===== config.mk =====
export PLATFORM = sky130hd
export DESIGN_NAME = decode_dispatch_buffer_flat
export DESIGN_NICKNAME = d
export VERILOG_FILES = /design/src/rtl/decode_dispatch_buffer_if.sv /design/src/rtl/decode_dispatch_buffer.sv /design/src/flat_wrapper.sv
export SDC_FILE = /design/constraint.sdc
export NUM_CORES = 1
export LEC_CHECK = 0
export ABC_AREA = 1
export BUFFER_PORTS_ARGS = -buffer_cell sky130_fd_sc_hd__buf_4
export CAP_MARGIN = 20
export CORE_ASPECT_RATIO = 1.25
export CORE_MARGIN = 5
export CORE_UTILIZATION = 58
export DETAILED_ROUTE_END_ITERATION = 8
export PLACE_DENSITY = 0.88
export SYNTH_ARGS = -nofsm -noshare
export SYNTH_HDL_FRONTEND = slang
export SYNTH_SLANG_ARGS = --single-unit

===== constraint.sdc =====
create_clock -name clk -period 7.98 [get_ports clk]
set_input_delay 1.596 -clock clk [delete_from_list [all_inputs] [get_ports clk]]
set_output_delay 1.596 -clock clk [all_outputs]
set_load 0.01 [all_outputs]

===== src/rtl/decode_dispatch_buffer_if.sv =====
// +--------------------------------------------------------------------+
// | decode_dispatch_buffer_if                                          |
// | Fetch-bundle / issue-queue bus of the decode dispatch buffer.      |
// | Revision: 1.0                                                      |
// +--------------------------------------------------------------------+
`default_nettype none

interface decode_dispatch_buffer_if #(
  parameter int WIDTH  = 4,
  parameter int CNT_W  = $clog2(WIDTH + 1),
  parameter int REQ_W  = 33,
  parameter int ELEM_W = 33
);
  // Request slot: [REQ_W-1] is_valid, [31:0] instruction word.
  logic                             flush;
  logic                             in_valid;
  logic [WIDTH-1:0][REQ_W-1:0]      decode_require;
  logic                             stall_from_decode;
  logic [CNT_W-1:0]                 iq_size_left;
  logic [WIDTH-1:0][ELEM_W-1:0]     issue_queue_element;
  logic [CNT_W-1:0]                 issue_queue_push_number;

  modport master (
    output flush, in_valid, decode_require, iq_size_left,
    input  stall_from_decode, issue_queue_element, issue_queue_push_number
  );

  modport slave (
    input  flush, in_valid, decode_require, iq_size_left,
    output stall_from_decode, issue_queue_element, issue_queue_push_number
  );
endinterface

`default_nettype wire


===== src/rtl/decode_dispatch_buffer.sv =====
// +--------------------------------------------------------------------+
// | decode_dispatch_buffer                                             |
// | Decodes a fetch bundle, compacts valid slots, pushes to the IQ.    |
// | Revision: 1.0                                                      |
// +--------------------------------------------------------------------+
`default_nettype none

module decoder (
  input  wire logic [31:0] i_instr,
  output logic      [32:0] o_elem
);
  logic w_is_rr;

  assign w_is_rr = (i_instr[6:0] == 7'b0110011);
  // {is_rr, funct7, funct3, rs2, rs1, rd, opcode}
  assign o_elem  = {w_is_rr, i_instr[31:25], i_instr[14:12], i_instr[24:20],
                    i_instr[19:15], i_instr[11:7], i_instr[6:0]};
endmodule

module decode_dispatch_buffer #(
  parameter int WIDTH   = 4,
  parameter int PARTIAL = 1,
  parameter int CNT_W   = $clog2(WIDTH + 1)
) (
  input wire logic                 clk,
  input wire logic                 rst,
  decode_dispatch_buffer_if.slave  bus
);
  localparam int               REQ_W   = 33;
  localparam int               ELEM_W  = 33;
  localparam logic [CNT_W-1:0] C_WIDTH = CNT_W'(WIDTH);

  logic [WIDTH-1:0][ELEM_W-1:0] r_hold;
  logic [WIDTH-1:0][ELEM_W-1:0] w_dec;
  logic [WIDTH-1:0][ELEM_W-1:0] w_comp;
  logic [WIDTH-1:0][ELEM_W-1:0] w_shift;
  logic [CNT_W-1:0]             r_held_cnt;
  logic [CNT_W-1:0]             w_fit;
  logic [CNT_W-1:0]             w_push;
  logic [CNT_W-1:0]             w_cnt;
  logic                         w_ready;
  logic                         w_capture;

  for (genvar g = 0; g < WIDTH; g++) begin : g_dec
    decoder u_dec (
      .i_instr (bus.decode_require[g][31:0]),
      .o_elem  (w_dec[g])
    );
  end

  always_comb begin
    w_fit = (bus.iq_size_left > C_WIDTH) ? C_WIDTH : bus.iq_size_left;
    if (bus.flush)
      w_push = '0;
    else if (PARTIAL != 0)
      w_push = (r_held_cnt < w_fit) ? r_held_cnt : w_fit;
    else
      w_push = (r_held_cnt <= w_fit) ? r_held_cnt : '0;
  end

  assign w_ready   = (r_held_cnt == w_push) || bus.flush;
  assign w_capture = bus.in_valid && w_ready && !bus.flush;

  // Each valid slot lands at the index given by the number of valid slots before it.
  always_comb begin
    w_comp = '0;
    w_cnt  = '0;
    for (int i = 0; i < WIDTH; i++) begin
      for (int j = 0; j < WIDTH; j++) begin
        if (bus.decode_require[i][REQ_W-1] && (w_cnt == CNT_W'(j)))
          w_comp[j] = w_dec[i];
      end
      w_cnt = w_cnt + CNT_W'(bus.decode_require[i][REQ_W-1]);
    end
  end

  always_comb begin
    w_shift = '0;
    for (int j = 0; j < WIDTH; j++) begin
      for (int s = 0; s < WIDTH; s++) begin
        if ((CNT_W'(s) == w_push) && (j + s < WIDTH))
          w_shift[j] = r_hold[(j + s) % WIDTH];
      end
    end
  end

  always_ff @(posedge clk) begin
    if (rst) begin
      r_held_cnt <= '0;
      r_hold     <= '0;
    end else if (bus.flush) begin
      r_held_cnt <= '0;
    end else if (w_capture) begin
      r_held_cnt <= w_cnt;
      r_hold     <= w_comp;
    end else begin
      r_held_cnt <= r_held_cnt - w_push;
      r_hold     <= w_shift;
    end
  end

  assign bus.issue_queue_element     = r_hold;
  assign bus.issue_queue_push_number = w_push;
  assign bus.stall_from_decode       = !w_ready;
endmodule

`default_nettype wire


===== src/flat_wrapper.sv =====
// flat-port wrapper written by rule: the top's interface ports become plain ports
module decode_dispatch_buffer_flat 
#(
  parameter int WIDTH   = 4,
  parameter int PARTIAL = 1,
  parameter int CNT_W   = $clog2(WIDTH + 1)
)
  (clk, rst, bus_flush, bus_in_valid, bus_decode_require, bus_iq_size_left, bus_stall_from_decode, bus_issue_queue_element, bus_issue_queue_push_number);
  decode_dispatch_buffer_if #(.WIDTH(WIDTH), .CNT_W(CNT_W)) bus_i ();
  input wire logic clk;
  input wire logic rst;
  input wire logic [$bits(bus_i.flush)-1:0] bus_flush;
  input wire logic [$bits(bus_i.in_valid)-1:0] bus_in_valid;
  input wire logic [$bits(bus_i.decode_require)-1:0] bus_decode_require;
  input wire logic [$bits(bus_i.iq_size_left)-1:0] bus_iq_size_left;
  output wire logic [$bits(bus_i.stall_from_decode)-1:0] bus_stall_from_decode;
  output wire logic [$bits(bus_i.issue_queue_element)-1:0] bus_issue_queue_element;
  output wire logic [$bits(bus_i.issue_queue_push_number)-1:0] bus_issue_queue_push_number;
  assign bus_i.flush = bus_flush;
  assign bus_i.in_valid = bus_in_valid;
  assign bus_i.decode_require = bus_decode_require;
  assign bus_i.iq_size_left = bus_iq_size_left;
  assign bus_stall_from_decode = bus_i.stall_from_decode;
  assign bus_issue_queue_element = bus_i.issue_queue_element;
  assign bus_issue_queue_push_number = bus_i.issue_queue_push_number;
  decode_dispatch_buffer #(.WIDTH(WIDTH), .PARTIAL(PARTIAL), .CNT_W(CNT_W)) u_core (.clk(clk), .rst(rst), .bus(bus_i));
endmodule

# Yosys cells after proc, flatten, opt, wreduce, memory -nomap -nowiden

Index checks and enable logic that the tools add are counted.

Register bits: 135
Latch bits: 0
Bits in writable memories: 0
ROM bits: 0
Bits of input ports: 139
Output and inout bits: 136
Memories kept: 0

Add/subtract/negate cells: 4
$mul: 0
Div/mod/pow operators: 0
$lt $le $gt $ge: 2
Equal/unequal tests: 18
Shift operators: 0
Multiplexer cells: 23
Bitwise gates (word level): 1
Reductions and logical operators: 24

Operators with widths:

| kind               | number |
|---|---|
| $mux 33            | 18 |
| $mux 132           | 1 |
| $eq 7x6->1 const B | 4 |
| $eq 3x2->1 const B | 4 |
| $logic_and 1x1->1  | 12 |
| $logic_not 3->1    | 4 |
| $mux 3             | 4 |
| $reduce_and 2->1   | 4 |
| $add 3x1->3        | 2 |
| $eq 2x3->1 const A | 2 |
| $eq 3x1->1 const B | 2 |
| $ne 5x4->1 const B | 1 |
| $ne 4x3->1 const B | 1 |
| $eq 1x3->1 const A | 1 |
| $eq 3x3->1         | 1 |
| $gt 3x3->1 const B | 1 |
| $lt 3x3->1         | 1 |
| $ne 3x2->1 const B | 1 |
| $sub 3x3->3        | 1 |
| $add 1x1->2        | 1 |
| $logic_not 1->1    | 2 |
| $ne 2x1->1 const B | 1 |
| $reduce_or 2->1    | 1 |
| $logic_or 1x1->1   | 1 |
| $not 1->1          | 1 |

# Logic depth before layout (Yosys ltp)

Gate-level depths: netlist of the first run.

Depth after elaboration: 11
Mapped depth: 22
Gate-level depth less buffers: 19

# Hierarchy

A second synthesis of the first run with hierarchy kept.

Cell total of the unflattened synthesis: 1900
Area total of the unflattened synthesis: 11258.3 um^2

Modules (own cells, without submodules):

| module                 | instances | cells an instance | area an instance (um^2) | sequential area each (um^2) |
|---|---|---|---|---|
| decode_dispatch_buffer | 1         | 1740              | 10147.2                 | 2702.6 |
| decoder                | 4         | 40                | 277.8                   | 0.0 |

# Worst setup path before layout of the first run

Ideal clock, no wire load.

Path type: input -> output
Start point: input bus_iq_size_left[2]
End point: output bus_stall_from_decode
Arrival: 3289 ps
Data required time: 6384 ps
Slack: 3095 ps
Cell stages on the path: 17
Path buffers: 2
Path through: inv_2 nand2_1 ha_1 nand2_1 inv_1 nand2_2 nand3_1 nand2_1 nor2_2 buf_4 buf_2 ha_1 nand2_1 inv_1 nand2_1 nand2_1 inv_1

Cells in the longest elaborated chain, start to end: 8

RTL lines:

| item                               | line                          | RTL |
|---|---|---|
| start: declaration                 | flat_wrapper.sv:15            | `input wire logic [$bits(bus_i.iq_size_left)-1:0] bus_iq_size_left;` |
| $gt 3x3->1                         | decode_dispatch_buffer.sv:52  | `w_fit = (bus.iq_size_left > C_WIDTH) ? C_WIDTH : bus.iq_size_left;` |
| $mux 3 *                           | decode_dispatch_buffer.sv:52  |  |
| $lt 3x3->1                         | decode_dispatch_buffer.sv:56  | `w_push = (r_held_cnt < w_fit) ? r_held_cnt : w_fit;` |
| $mux 3 *                           | decode_dispatch_buffer.sv:56  |  |
| $mux 3 *                           | decode_dispatch_buffer.sv:53  | `if (bus.flush)` |
| via bus_issue_queue_push_number[0] | flat_wrapper.sv:18            | `output wire logic [$bits(bus_i.issue_queue_push_number)-1:0] bus_issue_queue_push_number;` |
| $eq 3x3->1 *                       | decode_dispatch_buffer.sv:61  | `assign w_ready = (r_held_cnt == w_push) \|\| bus.flush;` |
| $logic_or 1x1->1 *                 | decode_dispatch_buffer.sv:61  |  |
| $logic_not 1->1 *                  | decode_dispatch_buffer.sv:104 | `assign bus.stall_from_decode = !w_ready;` |
| end: declaration                   | flat_wrapper.sv:16            | `output wire logic [$bits(bus_i.stall_from_decode)-1:0] bus_stall_from_decode;` |

The timed path passes the listed nets; every way through them passes the cells marked *.

# Final worst setup path of the first run

Start point: input bus_decode_require[32]
End point: register u_core.r_hold (netlist bit u_core.bus.issue_queue_element[95])

Cells in the longest elaborated chain, start to end: 6
Elaborated cells between the ends (all ways): 9
Classes of those cells: 2 x add/sub; 2 x eq/ne; 3 x mux; 2 x reduce/logical

RTL lines:

| item                                            | line                                                       | RTL |
|---|---|---|
| start: declaration                              | flat_wrapper.sv:14                                         | `input wire logic [$bits(bus_i.decode_require)-1:0] bus_decode_require;` |
| $add 1x1->2 *                                   | decode_dispatch_buffer.sv:73                               | `w_cnt = w_cnt + CNT_W'(bus.decode_require[i][REQ_W-1]);` |
| $add 3x1->3 or $eq 3x2->1 (tied branches)       | decode_dispatch_buffer.sv:73, decode_dispatch_buffer.sv:70 |  |
| $eq 3x2->1 or $logic_and 1x1->1 (tied branches) | decode_dispatch_buffer.sv:70                               | `if (bus.decode_require[i][REQ_W-1] && (w_cnt == CNT_W'(j)))` |
| $logic_and 1x1->1 or $mux 33 (tied branches)    | decode_dispatch_buffer.sv:70                               |  |
| $mux 33 *                                       | decode_dispatch_buffer.sv:70                               |  |
| $mux 132 *                                      | decode_dispatch_buffer.sv:93                               | `end else if (w_capture) begin` |
| end signal: assignment                          | decode_dispatch_buffer.sv:95                               | `r_hold <= w_comp;` |
| end signal: assignment                          | decode_dispatch_buffer.sv:98                               | `r_hold <= w_shift;` |
| end: declaration                                | decode_dispatch_buffer.sv:33                               | `logic [WIDTH-1:0][ELEM_W-1:0] r_hold;` |

Every way passes the cells marked *; elsewhere a longest branch is shown, timed or not.
A chain may end at the register's enable or synchronous reset.

==> results of run 1 <==
[layer usage]
metal / track usage (%) / vias to the layer above
met5: 0 / -
met4: 21.7 / 0
met3: 8.31 / 228
met2: 58.9 / 1032
met1: 43.9 / 5570
li1: - / 5778
[per-stage QoR]
stage               cells  power [mW]  hold slack [ns]
floorplan            1609        1.86            0.499
global placement     1978        2.30            0.470
detailed placement   1981        2.34            0.473
CTS                  2011        3.07            0.483
global route         2012        3.26            0.500
finish               2013        3.10            0.482
[synthesized netlist by cell type, types with 2 or more instances]
master,instances
a21oi_1,134
buf_1,2
buf_2,47
buf_4,8
buf_6,14
clkbuf_1,70
dfxtp_1,135
fa_1,3
ha_1,11
inv_1,121
inv_2,8
nand2_1,409
nand2_2,4
nand3_1,267
nand3b_1,3
nand4_1,5
nor2_1,69
nor2_2,2
nor2_4,2
nor3_1,33
nor4_1,3
o211ai_1,52
o21ai_0,123
o21ai_1,4
o22ai_1,69
[registers in the layout, indices dropped and copies added, names as in the netlist]
| signal | cells |
|---|---|
| u_core.bus.issue_queue_element | 132 |
| u_core.r_held_cnt | 3 |
[cell families (layout without fill, tap and decap cells)]
| family | count (synthesis) | in the layout | share of synthesized area, % |
|---|---|---|---|
| AO/OA/AOI/OAI | 388 | 388 | 22.4 |
| XOR/XNOR | 1 | 1 | 0.0897 |
| adder cells (fa/ha/maj) | 14 | 14 | 2.02 |
| buffers and inverters | 271 | 454 | 12.4 |
| flip-flops | 135 | 135 | 27.7 |
| other | 0 | 1 | 0 |
| AND/OR/NAND/NOR | 800 | 800 | 35.5 |
[layout by cell type (no fill, tap or decap), types with 2 or more instances in the layout]
cell type and instances:
a21oi_1 134, buf_12 3, buf_4 290, clkbuf_1 4, clkbuf_16 17, clkbuf_8 6
clkinv_2 5, dfxtp_1 135, fa_1 3, ha_1 9, ha_2 2, inv_1 120
inv_2 7, nand2_1 407, nand2_2 6, nand3_1 263, nand3_2 4, nand3b_1 3
nand4_1 5, nor2_1 69, nor2_4 3, nor3_1 33, nor4_1 3, o211ai_1 52
o21ai_0 123, o21ai_1 4, o22ai_1 69
[layout make-up]
type                    count  area (µm²)
inverters                 130         490
diodes                      1        2.50
flip-flops and latches    135        2700
fillers                  1464        4540
repair buffers            294        2260
well taps                 220         275
multi-input cells        1203        5900
clock inverters             3        15.0
clock buffers              27         523
[how the worst max path moves through the flow]
stage / cells past startpoint / slack (ns) / to
final: 11 / 2.63 / u_core.bus.issue_queue_element[95]$_SDFFE_PP0P_
after floorplan: 17 / 3.10 / bus_stall_from_decode
after detailed placement: 13 / 2.31 / u_core.bus.issue_queue_element[95]$_SDFFE_PP0P_
after CTS: 12 / 2.78 / u_core.bus.issue_queue_element[98]$_SDFFE_PP0P_
after global placement: 12 / 2.41 / u_core.bus.issue_queue_element[98]$_SDFFE_PP0P_
after global routing: 12 / 2.42 / u_core.bus.issue_queue_element[98]$_SDFFE_PP0P_
[worst reg2reg max path: cells and delay by family, from the launching register on]
kind / cells / cell delay, ns
buffers and inverters: 6 / 1.83
AO/OA/AOI/OAI: 1 / 0.12
flip-flops: 1 / 0.40
adder cells (fa/ha/maj): 2 / 0.60
AND/OR/NAND/NOR: 9 / 0.81
[power breakdown]
group | internal (mW) | total [mW] | leakage, nW | switching [mW]
Clock | 0.442 | 0.739 | 0.269 | 0.297
Combinational | 0.505 | 1.40 | 4.14 | 0.896
Sequential | 0.830 | 0.961 | 1.10 | 0.131
Total | 1.78 | 3.10 | 5.51 | 1.32
==> results.toml, run 1 <==
[yosys]
area_contributors_post_synth = "dfxtp_1, nand2_1, nand3_1"
post-synth-top-area-cell = "dfxtp_1"
seq_area_frac_synth_pct = 27.7
fraction_of_registers_with_async_set_or_reset_after_synthesis_pct = 0
synthDominantCellAreaShare_pct = 27.7
flop_and_latch_count_out_of_synthesis = 135
synth.net_count = 1762
netlist_area_um2 = 9770
netlist-cell-type-count = 36
predominant_post_synthesis_flop_cell = "dfxtp_1"
synth-edff-count = 0
ys.warnings.count = 0
syn_inst = 1609
synth_area_per_cell_um2 = 6.07

[sta]
setup_ws_ns = 2.63
final.min_clock_period_ns = 5.35
setup_total_negative_slack_ns = 0
timing.clock.skew_ns = 0.00885
timing.final.hold_violations = 0
layout_worst_path_cycle_share_pct = 67.1
headroom_to_the_max_slew_limit_pct = 32.5
slew_limit_fails = 0
tightest_slew_ns = 1.01
setup_viol_count_final = 0
fmax_ghz = 0.187
rsz0062_at_grt = "no"

[finish]
postLayoutCoreUtil_pct = 72.8
fin_area_um2 = 12200
layout-drive-gt1-share_pct = 19.5
finish.net_count = 1934
area.growth.synth_to_final_pct = 24.6

[clock_tree]
tritoncts.num_buffers = 17
cts_post_setup_buffers_inserted = 0
cts.htree.levels = 4
buffer_levels_on_the_longest_clock_path = 2
cts_repair_resize_count = 0
tritoncts = "done"
cts.reportedPaths.clkPinSlew_ns = 0.06
hold_buffers = 0
ctsRootBufferMaster = "clkbuf_16"
clock_insertion_delay_worst_skew_ns = 0.43
clock_sink_count = 135

[power]
ir_worst_vdd_uv = 220
power.density_cell_area_nw_per_um2 = 255
static-leakage-power_nw = 5.51

[grt]
grt_antenna_before_repair = 0
grt_start_max_net_pins = 81
grt_overflow_total = 0
grt_pass1_wl_mm = 59.0
grt_pass1_vias = 11800
grt_use_total_pct = 36.3

[critical_path]
ff2ff_path_depth = 18
crit_path_end_kind = "flip-flop"
r2r_slack_ns = 4.14
buf_inv_stages_crit_path = 2
crit_chain = "buf_4, ha_2, ha_1, nor2_1, nand3_2, nand3_2, o22ai_1, nand2_1, nand3_1, o211ai_1, inv_1"
cpLargestDelayFamily = "simple AND/OR/NAND/NOR gates"
worst_r2r_endpoint = "u_core.bus.issue_queue_element[97]$_SDFFE_PP0P_"
critPathKind = "input port to flip-flop"
crit_path_frequent_cell = "nand3_2"
critical_path.reg2reg.startpoint = "u_core.r_held_cnt[2]$_SDFF_PP0_"
critical-path-slowest-cell = "nand3_2"
timing.critical_path.arrival_ns = 5.73
crit_path_max_incr_delay_ns = 0.98
timing.critical_path.required_ns = 8.35
timing.critical_path.from_type = "input port"
critPathMaxFanout = 35
crit_start = "bus_decode_require[32]"

[place]
place_congestion = 0.900
post_dp_cell_area_um2 = 11600
dp_hpwl_mm = 23.9
pre_cts_ws_ns = 2.31
port_buffers = 274

[die]
die_w_um = 126
core_region_area_um2 = 16700
placement_rows = 53
fp.dieH_um = 155
floorplan.die_area_um2 = 19600
io_pins = 275
floorplan.initialDensity_pct = 58.5

[drt]
viasPerCell = 6.26
top_signal_layer_used = "met4"
wl_per_cell_um = 18.5
m1WireLength_mm = 13.5
drt-pass1-iter-count = 6
dr.first_iter.drc_count = 1784
route.vias.total = 12600
dr_wl_met3_mm = 4.59
wirelength_routed_mm = 37.2
drt_drc_violations_left = 0
ant_nets = 0
met2_length_mm = 17.0

[worst_hold_path]
min_to = "u_core.bus.issue_queue_element[37]$_SDFFE_PP0P_"
min-delay-start = "u_core.bus.issue_queue_element[37]$_SDFFE_PP0P_"
hold_path_class = "flip-flop to flip-flop"
hold_path_depth = 2

[job]
cap_viol_max_count = 0

[run_status]
run_status = "completed"
(Power assumes the default switching activity.)
==> run 2, diff against run 1 <==
- CORE_UTILIZATION: 58 -> 54
- PLACE_DENSITY: 0.88 -> 0.82
- clock period: 7.98 -> 5.2 ns (I/O delays scaled with it)
==> results.toml, run 2 (synthesis results as in run 1) <==
[run_status]
run_status = "completed"

[grt]
busiest_layer_in_global_routing = "met2"
met3_global_route_usage_pct = 7.39
grt_start_max_net_pins = 138
global_route.usage.met1_pct = 43.6
grt_use_total_pct = 34.2
grt_pass1_vias = 11500
gr-usage-met2_pct = 54.5
grt_pass1_wl_mm = 58.2
grt_overflow_total = 0
grt_antenna_before_repair = 1

[power]
total_power_mw = 4.92
static-leakage-power_nw = 5.55
ir_worst_vdd_uv = 418
power.density_cell_area_nw_per_um2 = 400

[clock_tree]
clock_sink_count = 135
cts_repair_resize_count = 0
tritoncts = "done"
ctsRootBufferMaster = "clkbuf_16"
cts.htree.levels = 4
hold_buffers = 0
cts_post_setup_buffers_inserted = 0
cts.reportedPaths.clkPinSlew_ns = 0.06
clock_insertion_delay_worst_skew_ns = 0.43
tritoncts.num_buffers = 17
buffer_levels_on_the_longest_clock_path = 2

[finish]
fillCellCount = 1626
most-common-layout-cells = "nand2_1, buf_4, nand3_1, dfxtp_1, a21oi_1"
flip_flop_count_of_the_largest_register_all_copies_and_words_added = 132
area.growth.synth_to_final_pct = 25.8
area_of_the_multi_input_gates_um2 = 5900
layout.cells.most_common = "nand2_1"
diodes = 0
ff_latch_area_um2 = 2700
layout-drive-gt1-share_pct = 19.8
finish.net_count = 1937

[worst_hold_path]
hold_path_class = "flip-flop to flip-flop"

[sta]
timing.clock.skew_ns = 0.00900
layout_worst_path_cycle_share_pct = 77.8
timing.final.hold_violations = 0
fmax_ghz = 0.247
setup_total_negative_slack_ns = 0
rsz0062_at_grt = "no"
slew_limit_fails = 0
tightest_slew_ns = 0.975
headroom_to_the_max_slew_limit_pct = 34.9
final.min_clock_period_ns = 4.05
setup_viol_count_final = 0

[die]
floorplan.initialDensity_pct = 54.4
floorplan.die_area_um2 = 20900
die_w_um = 130
placement_rows = 55
core_region_area_um2 = 18000
fp.dieH_um = 160
io_pins = 275

[critical_path]
timing.critical_path.from_type = "input port"
critPathKind = "input port to primary output"
crit_path_end_kind = "primary output"
timing.critical_path.arrival_ns = 3.01
timing.critical_path.required_ns = 4.16
critPathMaxFanout = 13

[drt]
wirelength_routed_mm = 36.7
dr.first_iter.drc_count = 1452
drt_drc_violations_left = 0
route.vias.total = 12400
drt-pass1-iter-count = 6
viasPerCell = 6.13
ant_nets = 0
wl_per_cell_um = 18.1

[place]
place_congestion = 0.889
dp_hpwl_mm = 23.3
port_buffers = 274

[job]
cap_viol_max_count = 0
[run 2: final cells by class]
| class | instances | share of cell area [%] |
|---|---|---|
| multi-input cells | 1203 | 48.0 |
| flip-flops and latches | 135 | 22.0 |
| repair buffers | 297 | 18.7 |
| inverters | 130 | 3.98 |
| clock buffers | 20 | 3.80 |
| well taps | 228 | 2.32 |
| clock inverters | 11 | 1.20 |
[run 2: worst paths after layout]
kind | from | end | slack (ns) | depth (start not counted)
min reg2reg | u_core.bus.issue_queue_element[58]$_SDFFE_PP0P_ | u_core.bus.issue_queue_element[58]$_SDFFE_PP0P_ | 0.49 | 2
min | u_core.bus.issue_queue_element[58]$_SDFFE_PP0P_ | u_core.bus.issue_queue_element[58]$_SDFFE_PP0P_ | 0.49 | 2
max | bus_iq_size_left[2] | bus_stall_from_decode | 1.15 | 17
max reg2reg | u_core.r_held_cnt[2]$_SDFF_PP0_ | u_core.bus.issue_queue_element[96]$_SDFFE_PP0P_ | 1.82 | 18
[run 2: critical path, stage by stage]
cell	delay, ns
buf_4	0.12
inv_2	0.08
nand2_1	0.08
ha_1	0.28
nand2_1	0.05
inv_1	0.06
nand2_2	0.08
nand3_1	0.07
nand2_1	0.08
nor2_4	0.34
ha_1	0.32
nand2_1	0.07
inv_1	0.07
nand2_1	0.07
nand2_1	0.05
inv_1	0.05
buf_4	0.11
[run 2: routing by layer]
layer	routed length (µm)	share of wire, %	up-vias
li1	-	-	5781
met1	13400	36	5584
met2	17200	47	870
met3	4580	12	162
met4	1590	4.3	2
met5	20	0.055	-
[run 2: report_power, final]
part           internal [mW]  switching [mW]
Sequential              1.27           0.209
Clock                  0.790           0.483
Combinational          0.788            1.37
Total                   2.85            2.06
[run 2: through the flow]
stage,std cells,hold slack [ns],utilization (%),area [µm²],setup slack (ns)
2_1_floorplan,1609,0.499,-,9770,1.43
3_3_place_gp,1991,0.471,64.8,11600,0.909
3_5_place_dp,1991,0.474,64.8,11600,0.792
4_1_cts,2022,0.485,68.2,12300,1.14
5_1_grt,2024,0.498,68.4,12300,0.925
6_report,2024,0.485,68.4,12300,1.15
==> run 3, diff against run 2 <==
- CORE_UTILIZATION: 54 -> 48
- PLACE_DENSITY: 0.82 -> 0.77
- clock period: 5.2 -> 3.6 ns (I/O delays scaled with it)
==> results.toml, run 3 (synthesis results as in run 1) <==
[grt]
grt_pass1_vias = 11800
grt_antenna_before_repair = 2
grt_overflow_total = 0
grt_use_total_pct = 32.0
grt_pass1_wl_mm = 60.2
grt_start_max_net_pins = 100

[critical_path]
timing.critical_path.from_type = "input port"
critPathMaxFanout = 38
crit_path_end_kind = "primary output"
timing.critical_path.arrival_ns = 2.47
critPathKind = "input port to primary output"
timing.critical_path.required_ns = 2.88

[die]
floorplan.initialDensity_pct = 48.6
io_pins = 275
die_w_um = 138
floorplan.die_area_um2 = 23300
core_region_area_um2 = 20100
fp.dieH_um = 170
placement_rows = 58

[finish]
layout.cells.most_common = "nand2_1"
postLayoutCoreUtil_pct = 62.1
area.growth.synth_to_final_pct = 27.8
flip_flop_count_of_the_largest_register_all_copies_and_words_added = 132
ff_latch_area_um2 = 2700
diodes = 0
area_of_the_multi_input_gates_um2 = 5900
layout-drive-gt1-share_pct = 20.4
most-common-layout-cells = "nand2_1, buf_4, nand3_1, dfxtp_1, a21oi_1"
fillCellCount = 1944
finish.net_count = 1948

[sta]
headroom_to_the_max_slew_limit_pct = 41.4
setup_total_negative_slack_ns = 0
timing.final.hold_violations = 0
setup_ws_ns = 0.411
tightest_slew_ns = 0.879
timing.clock.skew_ns = 0.0103
setup_viol_count_final = 0
fmax_ghz = 0.314
slew_limit_fails = 0
final.min_clock_period_ns = 3.19
rsz0062_at_grt = "no"
layout_worst_path_cycle_share_pct = 88.6

[clock_tree]
clock_sink_count = 135
clock_insertion_delay_worst_skew_ns = 0.43
cts.reportedPaths.clkPinSlew_ns = 0.06
cts_repair_resize_count = 0
cts_post_setup_buffers_inserted = 0
hold_buffers = 0
tritoncts = "done"
tritoncts.num_buffers = 17
ctsRootBufferMaster = "clkbuf_16"
cts.htree.levels = 4
buffer_levels_on_the_longest_clock_path = 2

[place]
place_congestion = 0.876
dp_hpwl_mm = 24.5
pre_cts_ws_ns = 0.193
port_buffers = 274

[job]
cap_viol_max_count = 0

[drt]
drt-pass1-iter-count = 6
ant_nets = 0
wl_per_cell_um = 18.3
dr.first_iter.drc_count = 1345
wirelength_routed_mm = 38.1
drt_drc_violations_left = 0
route.vias.total = 12300
viasPerCell = 5.92

[power]
total_power_mw = 7.19
static-leakage-power_nw = 5.61
power.density_cell_area_nw_per_um2 = 576
ir_worst_vdd_uv = 389

[run_status]
run_status = "completed"

[worst_hold_path]
hold_path_class = "flip-flop to flip-flop"
## run 3: cell count changes in the layout (fill, tap and decap cells not counted)
cell,delta
clkinvlp_4,+1
clkinv_2,-1
inv_6,+2
inv_2,-1
clkinv_4,+1
ha_1,-1
clkbuf_1,+1
ha_2,+1
clkbuf_8,-2
buf_12,+4
buf_4,+7
## run 3: critical path: stages
cell     delay [ns]
buf_4          0.12
inv_2          0.07
nand2_1        0.07
ha_1           0.27
nand2_1        0.05
inv_1          0.06
nand2_2        0.07
nand3_1        0.07
nand2_1        0.08
nor2_4         0.09
buf_4          0.53
buf_4          0.23
## run 3: per-stage QoR
step | hold WS [ns] | instance area, µm² | cells
CTS | 0.483 | 12500 | 2078
global route | 0.497 | 12500 | 2078
finish | 0.482 | 12500 | 2078
floorplan | 0.499 | 9770 | 1609
detailed placement | 0.474 | 11900 | 2046
global placement | 0.473 | 11900 | 2046
## run 3: layout make-up
type | instances | area share, %
well taps | 270 | 2.71
flip-flops and latches | 135 | 21.7
repair buffers | 308 | 19.5
inverters | 130 | 3.93
multi-input cells | 1203 | 47.3
clock buffers | 19 | 3.55
clock inverters | 13 | 1.37
## run 3: final timing paths
| check | from | end | slack, ns | cells after the start |
|---|---|---|---|---|
| setup reg to reg | u_core.r_held_cnt[2]$_SDFF_PP0_ | u_core.bus.issue_queue_element[87]$_SDFFE_PP0P_ | 0.67 | 16 |
| hold reg to reg | u_core.bus.issue_queue_element[35]$_SDFFE_PP0P_ | u_core.bus.issue_queue_element[35]$_SDFFE_PP0P_ | 0.48 | 2 |
| hold / removal | u_core.bus.issue_queue_element[35]$_SDFFE_PP0P_ | u_core.bus.issue_queue_element[35]$_SDFFE_PP0P_ | 0.48 | 2 |
| setup / recovery | bus_iq_size_left[2] | bus_issue_queue_push_number[0] | 0.41 | 12 |
## run 3: metal layers
metal	global-route usage, %	wire [µm]
met1	38.7	14400
met2	52.4	17700
met3	7.65	4210
met4	16.7	1730
met5	0	27
## run 3: report_power, final
group          total (mW)  switching (mW)  internal [mW]
clock                1.87           0.755           1.12
combinational        3.20            2.01           1.18
sequential           2.13           0.288           1.84
